==> src/rtl/fpu_pkg.sv <==
// Shared binary64 definitions for the FPU: field widths, constants,
// divider state encoding and small classification helpers.
package fpu_pkg;

    localparam int unsigned WORD_W   = 64;
    localparam int unsigned SIGN_W   = 1;
    localparam int unsigned EXP_W    = 11;
    localparam int unsigned FRAC_W   = 52;
    localparam int unsigned MANT_W   = FRAC_W + 1;
    localparam int unsigned REM_W    = MANT_W + 1;
    localparam int unsigned QUOT_W   = MANT_W + 2;
    localparam int unsigned CNT_W    = 6;
    localparam int unsigned ECALC_W  = 13;
    localparam int unsigned EXP_BIAS = 1023;

    localparam logic [EXP_W-1:0]  EXP_MAX   = 11'h7FF;
    localparam logic [WORD_W-1:0] QNAN      = 64'h7FF8000000000000;
    localparam logic [CNT_W-1:0]  LAST_STEP = CNT_W'(QUOT_W - 1);

    typedef enum logic [1:0] {
        IDLE,
        DIVIDE,
        ROUND,
        DONE
    } div_state_t;

    typedef struct packed {
        logic zero;
        logic inf;
        logic nan;
    } fp_class_t;

    typedef struct packed {
        logic invalid;
        logic divzero;
        logic overflow;
        logic underflow;
    } div_flags_t;

    // Subnormals classify as zero (denormals-are-zero).
    function automatic fp_class_t classify(input logic [WORD_W-2:0] x);
        fp_class_t c;
        c.zero = (x[WORD_W-2:FRAC_W] == '0);
        c.inf  = (x[WORD_W-2:FRAC_W] == EXP_MAX) && (x[FRAC_W-1:0] == '0);
        c.nan  = (x[WORD_W-2:FRAC_W] == EXP_MAX) && (x[FRAC_W-1:0] != '0);
        return c;
    endfunction

    function automatic logic [WORD_W-1:0] inf_word(input logic s);
        return {s, EXP_MAX, FRAC_W'(0)};
    endfunction

    function automatic logic [WORD_W-1:0] zero_word(input logic s);
        return {s, (WORD_W-1)'(0)};
    endfunction

endpackage

==> src/rtl/fpu_div_classify.sv <==
// Operand classification and special-case result/flag selection for the
// sequential divider; purely combinational.
module fpu_div_classify
    import fpu_pkg::*;
(
    input  logic [WORD_W-1:0] a,
    input  logic [WORD_W-1:0] b,
    output logic              special_c,
    output logic [WORD_W-1:0] special_result_c,
    output div_flags_t        special_flags_c
);

    fp_class_t class_a;
    fp_class_t class_b;
    logic      sign;

    // Priority chain: NaN, invalid, divide-by-zero, then exact zero/Inf results.
    always_comb begin
        class_a          = classify(a[WORD_W-2:0]);
        class_b          = classify(b[WORD_W-2:0]);
        sign             = a[WORD_W-1] ^ b[WORD_W-1];
        special_c        = (|class_a) | (|class_b);
        special_result_c = '0;
        special_flags_c  = '0;

        if (class_a.nan || class_b.nan) begin
            special_result_c = QNAN;
        end else if ((class_a.zero && class_b.zero) || (class_a.inf && class_b.inf)) begin
            special_result_c        = QNAN;
            special_flags_c.invalid = 1'b1;
        end else if (class_b.zero) begin
            // Inf/0 is an exact infinity, so only a finite dividend raises divzero.
            special_result_c        = inf_word(sign);
            special_flags_c.divzero = !class_a.inf;
        end else if (class_a.zero) begin
            special_result_c = zero_word(sign);
        end else if (class_a.inf) begin
            special_result_c = inf_word(sign);
        end else if (class_b.inf) begin
            special_result_c = zero_word(sign);
        end
    end

endmodule

==> src/rtl/fpu_div_seq.sv <==
// Iterative binary64 divider: one restoring quotient bit per clock, then a
// single round/pack cycle. One operation in flight, valid/ready on both sides.
module fpu_div_seq
    import fpu_pkg::*;
(
    input  logic              clk,
    input  logic              rst,
    input  logic              in_valid,
    output logic              in_ready,
    input  logic [WORD_W-1:0] a,
    input  logic [WORD_W-1:0] b,
    output logic              out_valid,
    input  logic              out_ready,
    output logic [WORD_W-1:0] result,
    output logic              flag_invalid,
    output logic              flag_divzero,
    output logic              flag_overflow,
    output logic              flag_underflow
);

    div_state_t state;
    div_state_t state_next;

    logic [SIGN_W-1:0]         sign_q;
    logic signed [ECALC_W-1:0] exp_q;
    logic [REM_W-1:0]          rem_q;
    logic [MANT_W-1:0]         div_q;
    logic [QUOT_W-1:0]         quot_q;
    logic [CNT_W-1:0]          cnt_q;
    div_flags_t                flags_q;

    logic              accept_c;
    logic              special_c;
    logic [WORD_W-1:0] special_result_c;
    div_flags_t        special_flags_c;

    logic              step_ge_c;
    logic [REM_W-1:0]  rem_diff_c;
    logic [REM_W-1:0]  rem_next_c;

    logic                      q_top_c;
    logic [FRAC_W-1:0]         frac_pre_c;
    logic                      guard_c;
    logic                      sticky_c;
    logic                      round_up_c;
    logic [MANT_W-1:0]         frac_sum_c;
    logic signed [ECALC_W-1:0] exp_rnd_c;
    logic                      ovf_c;
    logic                      unf_c;
    logic [WORD_W-1:0]         rnd_word_c;

    assign accept_c = in_valid & in_ready;

    fpu_div_classify u_classify (
        .a                (a),
        .b                (b),
        .special_c        (special_c),
        .special_result_c (special_result_c),
        .special_flags_c  (special_flags_c)
    );

    // Restoring step; the remainder stays below 2*D so REM_W bits suffice.
    assign step_ge_c  = rem_q >= {1'b0, div_q};
    assign rem_diff_c = step_ge_c ? (rem_q - {1'b0, div_q}) : rem_q;
    assign rem_next_c = rem_diff_c << 1;

    // Normalise on the leading quotient bit, round to nearest even, then range-check.
    always_comb begin
        q_top_c    = quot_q[QUOT_W-1];
        frac_pre_c = q_top_c ? quot_q[QUOT_W-2:2] : quot_q[QUOT_W-3:1];
        guard_c    = q_top_c ? quot_q[1] : quot_q[0];
        sticky_c   = (q_top_c & quot_q[0]) | (|rem_q);
        round_up_c = guard_c & (sticky_c | frac_pre_c[0]);
        frac_sum_c = {1'b0, frac_pre_c} + MANT_W'(round_up_c);
        exp_rnd_c  = exp_q - (q_top_c ? 13'sd0 : 13'sd1)
                           + (frac_sum_c[FRAC_W] ? 13'sd1 : 13'sd0);
        ovf_c      = exp_rnd_c >= 13'sd2047;
        unf_c      = exp_rnd_c <= 13'sd0;
        rnd_word_c = {sign_q, exp_rnd_c[EXP_W-1:0], frac_sum_c[FRAC_W-1:0]};
        if (ovf_c) begin
            rnd_word_c = inf_word(sign_q);
        end else if (unf_c) begin
            rnd_word_c = zero_word(sign_q);
        end
    end

    always_ff @(posedge clk or posedge rst) begin
        if (rst) begin
            state <= IDLE;
        end else begin
            state <= state_next;
        end
    end

    always_comb begin
        state_next = state;
        case (state)
            IDLE:    if (accept_c) state_next = special_c ? DONE : DIVIDE;
            DIVIDE:  if (cnt_q == LAST_STEP) state_next = ROUND;
            ROUND:   state_next = DONE;
            DONE:    if (out_ready) state_next = IDLE;
            default: state_next = IDLE;
        endcase
    end

    // Datapath and registered handshake outputs.
    always_ff @(posedge clk or posedge rst) begin
        if (rst) begin
            in_ready  <= 1'b0;
            out_valid <= 1'b0;
            sign_q    <= '0;
            exp_q     <= '0;
            rem_q     <= '0;
            div_q     <= '0;
            quot_q    <= '0;
            cnt_q     <= '0;
            result    <= '0;
            flags_q   <= '0;
        end else begin
            in_ready  <= (state_next == IDLE);
            out_valid <= (state_next == DONE);
            case (state)
                IDLE: begin
                    if (accept_c) begin
                        sign_q  <= a[WORD_W-1] ^ b[WORD_W-1];
                        exp_q   <= $signed({2'b00, a[WORD_W-2:FRAC_W]})
                                 - $signed({2'b00, b[WORD_W-2:FRAC_W]})
                                 + $signed(ECALC_W'(EXP_BIAS));
                        rem_q   <= {2'b01, a[FRAC_W-1:0]};
                        div_q   <= {1'b1, b[FRAC_W-1:0]};
                        quot_q  <= '0;
                        cnt_q   <= '0;
                        result  <= special_c ? special_result_c : '0;
                        flags_q <= special_c ? special_flags_c : '0;
                    end
                end
                DIVIDE: begin
                    rem_q  <= rem_next_c;
                    quot_q <= {quot_q[QUOT_W-2:0], step_ge_c};
                    cnt_q  <= cnt_q + CNT_W'(1);
                end
                ROUND: begin
                    result  <= rnd_word_c;
                    flags_q <= '{invalid: 1'b0, divzero: 1'b0,
                                 overflow: ovf_c, underflow: unf_c};
                end
                DONE: begin
                    if (out_ready) begin
                        result  <= '0;
                        flags_q <= '0;
                    end
                end
                default: ;
            endcase
        end
    end

    assign flag_invalid   = flags_q.invalid;
    assign flag_divzero   = flags_q.divzero;
    assign flag_overflow  = flags_q.overflow;
    assign flag_underflow = flags_q.underflow;

endmodule

==> config.mk <==
export PLATFORM = sky130hd
export DESIGN_NAME = fpu_div_seq
export DESIGN_NICKNAME = d
export VERILOG_FILES = /design/src/rtl/fpu_pkg.sv /design/src/rtl/fpu_div_classify.sv /design/src/rtl/fpu_div_seq.sv
export SDC_FILE = /design/constraint.sdc
export NUM_CORES = 1
export LEC_CHECK = 0
export ABC_AREA = 0
export BUFFER_PORTS_ARGS = -buffer_cell sky130_fd_sc_hd__buf_2
export CAP_MARGIN = 10
export CORE_ASPECT_RATIO = 1.25
export CORE_MARGIN = 3
export CORE_UTILIZATION = 40
export CTS_CLUSTER_DIAMETER = 50
export DETAILED_ROUTE_END_ITERATION = 12
export GPL_TIMING_DRIVEN = 0
export PLACE_DENSITY = 0.66
export SLEW_MARGIN = 20
export SYNTH_ARGS = -nofsm -noshare
export SYNTH_HDL_FRONTEND = slang
export SYNTH_SLANG_ARGS = --single-unit
==> constraint.sdc <==
create_clock -name clk -period 16.2 [get_ports clk]
set_clock_uncertainty 0.2 [all_clocks]
set_input_delay 0.81 -clock clk [delete_from_list [all_inputs] [get_ports clk]]
set_output_delay 0.81 -clock clk [all_outputs]
set_load 0.02 [all_outputs]
==> results by group <==
Status
  • Status: finished clean

Power
  • Pint: 1.17 mW
  • PwrDens: 73.5 nW/um^2
  • Pwr Total: between 1.5 and 2 mW
  • Clock power frac: 0.536
  • Peak VDD IR: between 0.07 and 0.08 mV
  • LEAKAGE: 9.32 nW
  • Comb power frac: 0.051
  • Sequential cell fraction of total power: 0.414
  • Sw Share: 0.239
  • Psw: 0.367 mW

Detailed routing
  • Via density: 5.90
  • DRT Pass-1 Iters: 6
  • WL final: 64200 um
  • Routed vias: 17.4k
  • Wire length per cell: ~22 um
  • Residual DRC count: 0
  • Antenna-violating nets left: 0
  • 1st-iter DRT viols: 1376

STA
  • Post-route worst setup slack: 5.38 ns
  • Slew Viols, Final: 0
  • RSZ-0062 raised after global routing: false
  • Period utilisation layout: 0.668
  • Final Hold Viols: 0
  • Setup TNS: 0 ns
  • Slew @ Worst Pin: roughly 1.1 ns
  • Fmax: 92.4 MHz
  • Final Setup Violations: 0
  • Hold Slack: 0.128 ns
  • Min cycle time layout: 10.82 ns
  • Max_slew headroom: 0.259

Cells and area
  • Area Growth Syn to Fin: 17.1%
  • Final #Nets: 2575
  • Share of cells above drive strength 1: 0.135
  • Area occupied by multi-input gates: about 11000 um^2
  • # fillers: approximately 4.2k
  • FF+latch area: 6360 um^2
  • Layout Cells excl Fill: 2952

Clock tree
  • CTS H-tree lvls: 2
  • Clk root buf: clkbuf_16
  • Num CTS Buffers: 36
  • Hold-fix buffers at CTS: 0
  • Post-cts resize count: 0
  • Clk Latency, worst-skew pair: 0.56 ns
  • TritonCTS clock tree: built
  • Clock Path Buffers: 3
  • Worst-path clk slew: 0.06 ns
  • CTS Sinks: ~250
  • Post-CTS Setup Inserts: 0

Synthesis
  • Synth unique cells: 89
  • Syn_area_per_cell: between 8 and 9 um^2
  • Synth Register Bits: 254
  • Mapped Cells: 2115
  • Yosys Warn Count: 0
  • Top cells by count, synth: dfrtp_1 (254), nand2_1 (221), o21ai_0 (168), a21oi_1 (156), nor2_1 (140)
  • Top FF cell, synth: dfrtp_1
  • Top cell type's share of synthesized area: 0.357
  • Syn nets: 2331
  • Post-synth EDFFs: 0
  • Cell taking the most area after synthesis: dfrtp_1
  • Most frequent cell after synthesis: dfrtp_1
  • Largest cells by area after synthesis: dfrtp_1 (36%), ha_1 (5.7%), a22o_1 (4.8%), o21ai_0 (4.7%), nand2_1 (4.7%)
  • Ys async rst share: 1.00
  • Post-synthesis sequential area ratio: 0.357
  • Synth Cell Area: 17800 um^2

Critical path
  • Slowest-stage cell, CP: nor4_1
  • Worst EP required: 16.47 ns
  • Setup CP Type: flop to flop
  • Crit path DAT: 11.10 ns
  • Worst R2R Path Depth: 29
  • RR Endpoint: result[40]$_DFFE_PP0P_
  • Crit-path max FO: 10
  • Largest incremental delay on the critical path: 1.04 ns
  • CP Launch Type: flop
  • Setup crit end kind: flop
  • Reg-to-reg slack, setup: between 5 and 6 ns
  • Worst r2r src: quot_q[54]$_DFFE_PP0P_

Flow run
  • Max Cap Viol: 0

Global routing
  • Initial antenna violation count: 4
  • Vias in the first global route: 17.2k
  • Global-route wire length before repair: 98600 um
  • Largest net degree at the start of global routing: 76
  • Global route overflow: 0
  • Total GRT Usage: 0.264

Die
  • Die X: approximately 190 um
  • Core Rows: 85
  • Initial Util: 0.410
  • DIE AREA: 47100 um^2
  • Core Area: 43500 um^2
  • Die Y: 242 um
  • IO Pins: 202

Placed design
  • Port bufs: 201
  • Global placement routability congestion: 0.984
  • Placed Cells: between 2k and 3k
  • Dpl hpwl: 49600 um
  • Pre-CTS setup slack: 5.62 ns

Min path
  • Hold WC Path Type: input pin to asynchronous set/reset pin
worst max-delay path, delay by kind of cell (launching register included):
kind | cells | cell delay [ns]
AO/OA/AOI/OAI | 7 | 1.89
adder cells (fa/ha/maj) | 4 | 1.11
buffers and inverters | 9 | 3.01
flip-flops | 1 | 0.33
multiplexers | 1 | 0.25
AND/OR/NAND/NOR | 8 | 3.93
power by group through the flow:
stage                     Sequential (mW)  Clock [mW]  Combinational, mW
after CTS                           0.635       0.835             0.0779
final                               0.635       0.822             0.0777
after global routing                0.634       0.862             0.0861
after detailed placement            0.646           0             0.0775
after global placement              0.646           0             0.0730
after floorplan                     0.646           0             0.0382
layer usage:
| metal | track usage | up-vias | wire length [um] |
|---|---|---|---|
| met2 | 0.453 | 678 | 31200 |
| met3 | 0.0458 | 194 | 3910 |
| met5 | 0 | - | 0 |
| met4 | 0.148 | 0 | 4030 |
| met1 | 0.312 | 8359 | 25000 |
| li1 | - | 8174 | - |
registers in the layout, indices dropped and copies added, names as in the netlist:
signal / count
out_valid: 1
flag_invalid: 1
exp_q: 13
flag_underflow: 1
flag_divzero: 1
rem_q: 54
div_q: 53
in_ready: 1
cnt_q: 6
quot_q: 55
sign_q: 1
state: 2
result: 64
flag_overflow: 1
layout by cell type, fill, tap and decap left out, types with 41 or more instances in the layout:
master / n
nor2_1: 140
xnor2_1: 83
nand4_1: 41
nor4_1: 56
nor3_1: 44
a21oi_1: 156
inv_1: 107
dfrtp_1: 254
xor2_1: 53
ha_1: 81
o21ai_0: 168
nand3_1: 51
buf_2: 216
clkbuf_1: 106
a22o_1: 97
nand2_1: 221
worst max path at each step:
stage,start,to,slack (ns),cells after the start
final,quot_q[54]$_DFFE_PP0P_,result[40]$_DFFE_PP0P_,5.38,29
after global routing,quot_q[54]$_DFFE_PP0P_,result[40]$_DFFE_PP0P_,4.80,29
after CTS,quot_q[54]$_DFFE_PP0P_,result[40]$_DFFE_PP0P_,5.55,29
after detailed placement,quot_q[54]$_DFFE_PP0P_,result[40]$_DFFE_PP0P_,5.62,29
after global placement,rst,div_q[40]$_DFFE_PP0P_,5.19,2
after floorplan,rst,cnt_q[0]$_DFFE_PP0P_,8.20,1
per-stage QoR:
step / utilization / instance area (um^2)
2_1_floorplan: - / 17800
3_3_place_gp: 0.449 / 19500
3_5_place_dp: 0.452 / 19700
4_1_cts: 0.480 / 20900
5_1_grt: 0.480 / 20900
6_report: 0.480 / 20900
final cells by class:
class	instances	area share
Timing Repair Buffer	206	0.0527
Antenna cell	4	0.000479
Clock inverter	17	0.0107
Inverter	108	0.0198
Multi-Input combinational cell	1613	0.504
Sequential cell	254	0.304
Buffer	140	0.0266
Tap cell	565	0.0339
Clock buffer	45	0.0477
cell families (layout without fill, tap and decap cells):
group,after synthesis,after routing,share of synthesized area
other,0,4,0
AO/OA/AOI/OAI,641,641,0.239
XOR/XNOR,136,136,0.0668
adder cells (fa/ha/maj),84,84,0.0602
multiplexers,41,41,0.0235
AND/OR/NAND/NOR,711,711,0.200
buffers and inverters,248,516,0.0539
flip-flops,254,254,0.357
No activity file was read; power rests on OpenSTA's default activity.
